`config.mk`:
```
export PLATFORM = sky130hd
export DESIGN_NAME = attn_sequencer
export DESIGN_NICKNAME = d
export VERILOG_FILES = /design/src/rtl/attn_sequencer.sv
export SDC_FILE = /design/constraint.sdc
export NUM_CORES = 1
export LEC_CHECK = 0
export CAP_MARGIN = 20
export CORE_MARGIN = 2
export CORE_UTILIZATION = 25
export CTS_CLUSTER_SIZE = 20
export DETAILED_ROUTE_END_ITERATION = 10
export GPL_TIMING_DRIVEN = 0
export HOLD_SLACK_MARGIN = 0.06
export MAX_ROUTING_LAYER = met4
export PLACE_DENSITY = 0.44
export SYNTH_ARGS = -nofsm -noshare
export SYNTH_HDL_FRONTEND = slang
export SYNTH_SLANG_ARGS = --single-unit
```
`constraint.sdc`:
```
create_clock -name clk -period 1.49 [get_ports clk]
set_input_delay 0.2235 -clock clk [delete_from_list [all_inputs] [get_ports clk]]
set_output_delay 0.2235 -clock clk [all_outputs]
set_load 0.1 [all_outputs]
```
`src/rtl/attn_sequencer.sv`:
```
// attn_sequencer: serial loader for two step attenuators sharing ATTN_CLK/ATTN_DATA, one frame per chip.
// Macro ATTN_PTT_OVERRIDE_EN: when defined, tx_att replaces both targets while ptt is high.
module attn_sequencer #(
  parameter int CLK_DIV  = 2,
  parameter int LE_WIDTH = 2
) (
  input  logic       clk,
  input  logic       rst,
  input  logic [4:0] att1,
  input  logic [4:0] att2,
  input  logic [4:0] tx_att,
  input  logic       ptt,
  input  logic       force_req,
  output logic       ATTN_CLK,
  output logic       ATTN_DATA,
  output logic       ATTN_LE,
  output logic       ATTN_LE_2,
  output logic       busy,
  output logic [4:0] cur_att1,
  output logic [4:0] cur_att2
);
  typedef enum logic [2:0] {IDLE, LOAD, LOW, HIGH, GAP, LATCH, DONE} state_t;
  localparam logic [3:0] DIV_M1 = 4'(CLK_DIV - 1);
  localparam logic [3:0] LE_M1  = 4'(LE_WIDTH - 1);
  state_t     state_q, state_d;
  logic [3:0] cnt_q, cnt_d;
  logic [2:0] bit_q, bit_d;
  logic [4:0] snap_q, snap_d, cur1_q, cur1_d, cur2_q, cur2_d;
  logic       ch_q, ch_d, last_q, last_d, pend1_q, pend1_d, pend2_q, pend2_d, frc_q, frc_d;
  logic       clk_q, clk_d, data_q, data_d, le1_q, le1_d, le2_q, le2_d, busy_q, busy_d;
  logic [4:0] tgt1, tgt2, tgt_sel;
  logic [5:0] frame;
  logic       p1, p2, sel2;
`ifdef ATTN_PTT_OVERRIDE_EN
  assign tgt1 = ptt ? tx_att : att1;
  assign tgt2 = ptt ? tx_att : att2;
`else
  logic unused_ptt;
  assign unused_ptt = ^{ptt, tx_att};
  assign tgt1 = att1;
  assign tgt2 = att2;
`endif
  // a force held from mid-frame joins the request set only once back in IDLE
  assign p1      = pend1_q | (tgt1 != cur1_q) | force_req | frc_q;
  assign p2      = pend2_q | (tgt2 != cur2_q) | force_req | frc_q;
  assign sel2    = p2 & (~p1 | ~last_q);
  assign tgt_sel = sel2 ? tgt2 : tgt1;
  assign frame   = {snap_q, 1'b0};
  always_comb begin
    state_d = state_q;
    cnt_d   = cnt_q;
    bit_d   = bit_q;
    snap_d  = snap_q;
    ch_d    = ch_q;
    last_d  = last_q;
    pend1_d = pend1_q;
    pend2_d = pend2_q;
    frc_d   = frc_q | force_req;
    cur1_d  = cur1_q;
    cur2_d  = cur2_q;
    clk_d   = clk_q;
    data_d  = data_q;
    le1_d   = le1_q;
    le2_d   = le2_q;
    busy_d  = busy_q;
    case (state_q)
      IDLE: begin
        frc_d   = 1'b0;
        pend1_d = p1 & sel2;
        pend2_d = p2 & ~sel2;
        if (p1 | p2) begin
          state_d = LOAD;
          ch_d    = sel2;
          last_d  = sel2;
          snap_d  = tgt_sel;
          data_d  = tgt_sel[4];
          busy_d  = 1'b1;
        end
      end
      LOAD: begin
        state_d = LOW;
        cnt_d   = '0;
        bit_d   = '0;
      end
      LOW: begin
        cnt_d = cnt_q + 4'd1;
        if (cnt_q == DIV_M1) begin
          cnt_d   = '0;
          state_d = HIGH;
          clk_d   = 1'b1;
        end
      end
      HIGH: begin
        cnt_d = cnt_q + 4'd1;
        if (cnt_q == DIV_M1) begin
          cnt_d = '0;
          clk_d = 1'b0;
          if (bit_q == 3'd5) state_d = GAP;
          else begin
            state_d = LOW;
            bit_d   = bit_q + 3'd1;
            data_d  = frame[3'd4 - bit_q];
          end
        end
      end
      GAP: begin
        cnt_d = cnt_q + 4'd1;
        if (cnt_q == DIV_M1) begin
          cnt_d   = '0;
          state_d = LATCH;
          le1_d   = ~ch_q;
          le2_d   = ch_q;
        end
      end
      LATCH: begin
        cnt_d = cnt_q + 4'd1;
        if (cnt_q == LE_M1) begin
          cnt_d   = '0;
          state_d = DONE;
          le1_d   = 1'b0;
          le2_d   = 1'b0;
          data_d  = 1'b0;
          busy_d  = 1'b0;
          cur1_d  = ch_q ? cur1_q : snap_q;
          cur2_d  = ch_q ? snap_q : cur2_q;
        end
      end
      DONE:    state_d = IDLE;
      default: state_d = IDLE;
    endcase
  end
  always_ff @(posedge clk or posedge rst) begin
    if (rst) begin
      state_q <= IDLE;
      cnt_q   <= '0;
      bit_q   <= '0;
      snap_q  <= '0;
      ch_q    <= 1'b0;
      last_q  <= 1'b1;
      pend1_q <= 1'b1;
      pend2_q <= 1'b1;
      frc_q   <= 1'b0;
      cur1_q  <= '0;
      cur2_q  <= '0;
      clk_q   <= 1'b0;
      data_q  <= 1'b0;
      le1_q   <= 1'b0;
      le2_q   <= 1'b0;
      busy_q  <= 1'b0;
    end else begin
      state_q <= state_d;
      cnt_q   <= cnt_d;
      bit_q   <= bit_d;
      snap_q  <= snap_d;
      ch_q    <= ch_d;
      last_q  <= last_d;
      pend1_q <= pend1_d;
      pend2_q <= pend2_d;
      frc_q   <= frc_d;
      cur1_q  <= cur1_d;
      cur2_q  <= cur2_d;
      clk_q   <= clk_d;
      data_q  <= data_d;
      le1_q   <= le1_d;
      le2_q   <= le2_d;
      busy_q  <= busy_d;
    end
  end
  assign ATTN_CLK  = clk_q;
  assign ATTN_DATA = data_q;
  assign ATTN_LE   = le1_q;
  assign ATTN_LE_2 = le2_q;
  assign busy      = busy_q;
  assign cur_att1  = cur1_q;
  assign cur_att2  = cur2_q;
endmodule

```
Word-level counts from Yosys, hierarchy flattened
Cells that the tools add are included.

Bitwise operators: 16. Multiplexer cells: 29. Reduce and logical (&&, ||, !) cells: 17. Magnitude comparators: 1. Equal/unequal tests: 15. $add $sub $neg: 3.

Operators by type and width (number): 2-to-1 mux 3 bit (8); case mux 3 bit (6 select lines) (1); AND reduction 3 bit (6); != test 2 bit (second input constant) (6); 2-to-1 mux 1 bit (10); != test 5 bit (2); AND reduction 5 bit (2); nonzero test 2 bit (5); == test 3 bit (second input constant) (3); OR 1 bit (9); case mux 1 bit (2 select lines) (4); case mux 4 bit (2 select lines) (1); == test 3 x 2 -> 1 bit (second input constant) (2); case mux 3 bit (2 select lines) (1); 2-to-1 mux 5 bit (1); adder 4 x 1 -> 4 bit (second input constant) (1); == test 4 x 1 -> 1 bit (second input constant) (1); < comparator 3 x 4 -> 1 bit (second input constant) (1); 2-to-1 mux 4 bit (1); inverter 1 bit (4); OR reduction 4 bit (1); adder 3 x 1 -> 3 bit (second input constant) (1); AND 1 bit (3); binary-select mux 1 bit (select 3 bit) (1); 6 further kinds (6).

Word-level logic and storage cells: 97. Input bits: 19. Output and inout bits: 15. Register bits after elaboration: 35.

Logic depth before layout (Yosys ltp)
Gate-level depths: netlist (run 1).

Depth after elaboration: 10. Mapped depth: 7. Mapped depth without buffers: 7.

Worst setup path after synthesis (run 1)
Ideal clock, no wire load.

Kind: register -> register. From: register cur2_q[4], in the netlist cur_att2[4]. To: register data_q, in the netlist ATTN_DATA. Data required time: 1409 ps. Slack: -775 ps. Buffers on the path: 0. Arrival: 2184 ps. Stages on the path, launching flop included: 6. Cells stage by stage: dfrtp_1 > xor2_1 > nor4_4 > nor2_2 > or4b_4 > o211ai_2.

Word-level cells in the longest chain between the ends: 8.

Ends and longest elaborated chain: start, declared (RTL line 28) `logic [4:0] snap_q, snap_d, cur1_q, cur1_d, cur2_q, cur2_d;`; start signal, assigned (RTL line 161) `cur2_q <= cur2_d;`; != test 5 bit (*) (RTL line 45) `assign p2 = pend2_q | (tgt2 != cur2_q) | force_req | frc_q;`; OR 1 bit (*) (3 in series) (RTL line 45); AND 1 bit (RTL line 46) `assign sel2 = p2 & (~p1 | ~last_q);`; 2-to-1 mux 5 bit (RTL line 47) `assign tgt_sel = sel2 ? tgt2 : tgt1;`; 2-to-1 mux 1 bit (RTL line 71) `if (p1 | p2) begin`; case mux 1 bit (3 select lines) (RTL line 66) `case (state_q)`; end signal, assigned (RTL line 163) `data_q <= data_d;`; end, declared (RTL line 30) `logic clk_q, clk_d, data_q, data_d, le1_q, le1_d, le2_q, le2_d, busy_q, busy_d;`.

Every way passes the cells marked *; elsewhere a longest branch is shown, timed or not. The select of a mux whose other input is x is not followed. A chain may end at the register's enable or synchronous reset.

Worst setup path after layout (run 1)
From: register cur2_q[4], in the netlist cur_att2[4]. To: register snap_q[1].

Word-level cells in the longest chain between the ends: 6.

Ends and longest elaborated chain: != test 5 bit (*) (RTL line 45); OR 1 bit (*) (3 in series) (RTL line 45); AND 1 bit / OR 1 bit (equally long branches) (RTL line 46, 71); 2-to-1 mux 5 bit / AND reduction 2 bit (equally long branches); end signal, assigned (RTL line 154) `snap_q <= snap_d;`; end, declared (RTL line 28).

Every way passes the cells marked *; elsewhere a longest branch is shown, timed or not.

==> results of run 1 <==
==> registers in the layout, summed over array words and instances, names as in the netlist <==
name and cells:
cur_att1 5, cur_att2 5, snap_q 5, cnt_q 4
bit_q 3, state_q 3, ATTN_CLK 1, ATTN_DATA 1
ATTN_LE 1, ATTN_LE_2 1, busy 1, ch_q 1
frc_q 1, last_q 1, pend1_q 1, pend2_q 1
==> metrics by stage <==
| step | worst slack, ps | utilization | instance area [um^2] | power [mW] | hold slack, ps |
|---|---|---|---|---|---|
| floorplan | -425 | - | 2040 | 1.05 | 353 |
| global placement | -721 | 0.321 | 2440 | 1.11 | 466 |
| detailed placement | -703 | 0.321 | 2440 | 1.11 | 470 |
| CTS | -316 | 0.370 | 2820 | 1.80 | 430 |
| global route | -378 | 0.377 | 2870 | 1.85 | 477 |
| finish | -312 | 0.377 | 2870 | 1.77 | 404 |
==> cells in the mapped netlist, types with 3 or more instances <==
library cell | instances | area [um^2]
inv_1 | 7 | 26.3
o21ai_0 | 12 | 60.1
o31ai_1 | 4 | 30.0
a31oi_1 | 3 | 18.8
a41oi_1 | 4 | 35.0
o22ai_1 | 3 | 18.8
nand2_1 | 17 | 63.8
dfrtp_1 | 32 | 801
xor2_1 | 6 | 52.6
a21oi_1 | 19 | 95.1
buf_2 | 3 | 15.0
nor3_1 | 3 | 15.0
mux2_2 | 12 | 135
ha_1 | 5 | 62.6
nand4_1 | 3 | 18.8
nand3_1 | 9 | 45.0
xnor2_1 | 6 | 52.6
dfstp_2 | 3 | 78.8
clkbuf_1 | 4 | 15.0
nor2_1 | 8 | 30.0
==> layout by cell type (no fill, tap or decap), types with 4 or more instances in the layout <==
cell type        synthesis  layout
inv_1                    7       5
a21oi_1                 19      12
buf_4                    0      12
nand2_2                  0       4
o21ai_0                 12       7
a41oi_1                  4       4
xor2_2                   0       6
clkbuf_8                 0       5
clkdlybuf4s15_2          0       6
nand2_1                 17      10
dfrtp_4                  0       5
nand3_1                  9       8
xnor2_1                  6       6
buf_6                    0       6
buf_2                    3       6
clkdlybuf4s50_1          0      11
nor2_1                   8       7
dfrtp_1                 32      20
a21oi_2                  0       7
clkbuf_1                 4       4
mux2_2                  12       7
mux2_4                   0       5
dfrtp_2                  0       7
==> report_power, final <==
group	internal (mW)	switching, mW
Sequential	0.958	0.0133
Clock	0.332	0.337
Combinational	0.0571	0.0708
==> final cells by class <==
| cell class | instances | area [um^2] |
|---|---|---|
| Fill cell | 794 | 4740 |
| Multi-Input combinational cell | 143 | 1260 |
| Sequential cell | 35 | 907 |
| Timing Repair Buffer | 45 | 413 |
| Tap cell | 102 | 128 |
| Clock buffer | 8 | 80.1 |
| Buffer | 7 | 52.6 |
| Inverter | 7 | 26.3 |
==> worst paths after layout <==
path / startpoint / depth (start not counted) / slack, ps / end
min in group clk: ATTN_LE / 2 / 490 / ATTN_LE
worst max-delay path: cur_att2[4] / 7 / -310 / snap_q[1]
worst min-delay path: rst / 2 / 400 / frc_q
worst min register to register: ATTN_LE / 2 / 490 / ATTN_LE
worst max register to register: cur_att2[4] / 7 / -310 / snap_q[1]
max in group asynchronous: rst / 2 / 510 / cur_att2[4]
==> worst max-delay path, stage by stage (launching register included) <==
cell and delay [ps]:
dfrtp_4 480, xor2_2 160, nor4_4 260, buf_4 180
nand4_1 190, buf_6 210, a21oi_1 140, a41oi_1 50
==> layer usage <==
metal  part of all wire  GRT usage  vias to the layer above
li1                   -          -                      807
met1               0.47      0.190                      822
met2               0.48      0.219                       30
met3              0.030     0.0279                        8
met4              0.023     0.0547                        0
met5                  0          -                        -
==> timing repair <==
| action | in CTS | in global routing |
|---|---|---|
| gates resized for setup | 95 | 29 |
| setup endpoints to repair | 48 | 41 |
| setup buffers | 13 | 6 |
| pin swaps | 17 | 8 |
| hold endpoints to repair | 0 | 0 |
| gates cloned | 2 | 0 |
==> kinds of logic after synthesis <==
family	count (synthesis)	share of synthesized area
flops	35	0.454
fa+ha+maj	5	0.0323
buf+inv	14	0.0291
xor+xnor	12	0.0543
simple gates	57	0.170
mux	12	0.0698
compound gates	57	0.190
==> impl_metrics.toml, run 1 <==
[global_route]
grt_pass1_vias = 1761
grt-ovfl-total = 0
antenna_found_initial = 0
grt_start_max_net_pins = 36
track_usage = 0.144
grt_pass1_wl_um = 9270

[timing]
fin_crit_ps = 1800
worstMarginPinSlew_ps = 775
setup_violations = 29
rsz0062_at_grt = "true"
slew_headroom = 0.482
setup_ws_ps = -312
fin_crit_sh = 1.21
drv_slew = 0
hold_viol_final = 0
tns_ps = -4750
finClkSkew_ps = 12.4
fmax_mhz = 555

[synth]
yosysSeqAreaShare = 0.454
synth-seq-cells = 35
synth_warnings = 0
synth_cell_types = 44
netlist_area_um2 = 1940
synth_edf_count = 0
async_reset_ff_frac = 1.00
syn_area_per_cell_um2 = 10.1
postSynthCellCount = 192
ys.flop_type = "dfrtp_1"
syn_nets = 216

[finish]
drive_gt1_frac = 0.494
antenna_cells = 0
final_nets = 268
fin_cells = 347
syn_to_final_growth_pct = 48.0

[die]
num_io_pins = 34
die_x_um = 92.0
core.rowCount = 32
dieArea_um2 = 8460
die_h_um = 92.0
coreArea_um2 = 7610
initial_core_util = 0.254

[worst_setup_path]
cp.required_ps = 1640
endpoint_kind = "flip-flop"
worstSetupStartpointType = "flip-flop"
crit_arrival_ps = 1950
critical_path_class = "flip-flop to flip-flop"
critPathMaxFanout = 5

[cts]
cts_tree = "done"
h-tree-depth = 2
cts_made_buffers = 5
cts_num_sinks = 35
clk_pin_slew_ps = 80
ctsHoldBuffers = 0
clock_latency_ps = 290
clock-root-buffer = "clkbuf_8"
cts_buffer_depth = 2

[drt]
drc = 0
routed_via_density = 4.80
drtIter0Drc = 43
firstDrtPassIters = 4
wl_um = 5370
wl_per_cell_um = 15.5
ant_nets = 0
num_vias = 1667

[outcome]
violations = "negative setup slack"
status = "complete, but fails checks"

[place]
placed_cells = 321
routabilityCongestion = 0.776
place.port_buffers = 27
dpl.hpwl_um = 3770

[power_and_ir_drop]
leakage_nw = 1.10
irDropWorstVdd_mv = 0.284
power_density_nw_per_um2 = 617

[hold_path]
hold_path_class = "input pin to async pin"

[job]
maxCapViolations = 0
(Power assumes the default switching activity.)
==> inputs of run 2 (changes only) <==
==> constraint.sdc (replaced) <==
create_clock -name clk -period 1.49 [get_ports clk]
set_input_delay 0.2235 -clock clk [delete_from_list [all_inputs] [get_ports clk]]
set_output_delay 0.2235 -clock clk [all_outputs]
set_load 0.05 [all_outputs]
==> impl_metrics.toml, run 2 (synthesized netlist as in run 1, its figures left out) <==
[cts]
cts_num_sinks = 35
cts_made_buffers = 5
h-tree-depth = 2
cts_buffer_depth = 2
ctsHoldBuffers = 0
clock-root-buffer = "clkbuf_8"
clk_pin_slew_ps = 80
cts_tree = "done"
clock_latency_ps = 290

[global_route]
grt_start_max_net_pins = 36
grt_pass1_vias = 1674
antenna_found_initial = 0
grt-ovfl-total = 0
grt_pass1_wl_um = 8500
track_usage = 0.132

[power_and_ir_drop]
power_switching_mw = 0.438
clkPwrFrac = 0.417
leakage_nw = 1.18
irDropWorstVdd_mv = 0.296
p_comb_frac = 0.065
p_int_mw = 1.44
power.total_mw = 1.88
swShare = 0.233
pwr-share-seq = 0.518
power_density_nw_per_um2 = 656

[worst_setup_path]
critPathMaxFanout = 10
crit_arrival_ps = 2000
worstSetupStartpointType = "flip-flop"
endpoint_kind = "flip-flop"
critical_path_class = "flip-flop to flip-flop"
cp.required_ps = 1710

[timing]
fin_crit_ps = 1780
hold_ws_ps = 332
hold_viol_final = 0
setup_violations = 25
slew_headroom = 0.503
fmax_mhz = 561
worstMarginPinSlew_ps = 744
tns_ps = -4130
finClkSkew_ps = 9.33
rsz0062_at_grt = "true"
fin_crit_sh = 1.20
drv_slew = 0
setup_ws_ps = -292

[place]
place.port_buffers = 27
routabilityCongestion = 0.828
place_ws_ps = -654
dpl.hpwl_um = 3670

[die]
core.rowCount = 32
dieArea_um2 = 8460
num_io_pins = 34
initial_core_util = 0.254
die_h_um = 92.0
die_x_um = 92.0
coreArea_um2 = 7610

[drt]
wl_um = 5350
num_vias = 1661
firstDrtPassIters = 4
routed_via_density = 4.76
drtIter0Drc = 48
drc = 0
wl_per_cell_um = 15.3
ant_nets = 0

[finish]
drive_gt1_frac = 0.449
layout_common_cells = "22 x dfrtp_1, 14 x buf_4, 12 x dlygate4sd2_1"
final_common_cell = "dfrtp_1"
final_nets = 270
antenna_cells = 0
final_util = 0.376
syn_to_final_growth_pct = 47.7

[job]
maxCapViolations = 0

[hold_path]
hold_path_class = "input pin to flip-flop"

[outcome]
status = "complete, but fails checks"
violations = "negative setup slack"
==> run 2: cell count changes in the layout (fill, tap and decap cells not counted), moves of 4 or more <==
cell             previous run  this run
dfrtp_4                     5         0
dlygate4sd2_1               1        12
xor2_1                      0         4
buf_2                       6         2
xor2_2                      6         2
clkdlybuf4s15_2             6         1
==> run 2: timing repair <==
action	in CTS	in global routing
pin swaps	7	12
setup buffers	11	8
gates resized for setup	41	43
setup endpoints to repair	48	34
gates cloned	0	2
==> run 2: worst paths after layout <==
check	end	slack, ps	cells after the start	start
worst min-delay path	snap_q[3]	330	3	att2[3]
worst max-delay path	ATTN_DATA	-290	6	state_q[2]
worst min register to register	ATTN_LE	480	2	ATTN_LE
worst max register to register	ATTN_DATA	-290	6	state_q[2]
max in group asynchronous	cur_att2[0]	590	2	rst
min in group asynchronous	cnt_q[1]	370	2	rst
==> run 2: per-layer routing <==
| metal | track usage | vias up | part of all wire |
|---|---|---|---|
| li1 | - | 820 | - |
| met2 | 0.195 | 25 | 0.47 |
| met4 | 0.0423 | 0 | 0.014 |
| met5 | - | - | 0 |
| met3 | 0.0279 | 6 | 0.029 |
| met1 | 0.183 | 810 | 0.49 |
==> run 2: area by class of cell <==
type                            instances  area [um^2]
Buffer                                  6         48.8
Clock buffer                            8          100
Fill cell                             790         4750
Inverter                                7         26.3
Multi-Input combinational cell        143         1230
Sequential cell                        35          892
Tap cell                              102          128
Timing Repair Buffer                   48          438
==> run 2: power by group through the flow <==
stage | logic [mW] | clock network [mW] | registers [mW]
floorplan | 0.0522 | 0 | 0.987
global route | 0.136 | 0.836 | 0.972
global placement | 0.115 | 0 | 0.989
CTS | 0.119 | 0.807 | 0.970
finish | 0.123 | 0.782 | 0.971
detailed placement | 0.115 | 0 | 0.988
==> run 2: through the flow <==
step / cell area [um^2] / cells
2_1_floorplan: 2000 / 192
3_3_place_gp: 2390 / 321
3_5_place_dp: 2390 / 321
4_1_cts: 2650 / 340
5_1_grt: 2860 / 349
6_report: 2860 / 349
==> run 2: worst max-delay path, stage by stage (launching register included) <==
cell	delay (ps)
dfrtp_1	420
buf_2	210
and2b_2	270
a21oi_2	120
o22ai_1	110
or4b_4	500
o211ai_2	80
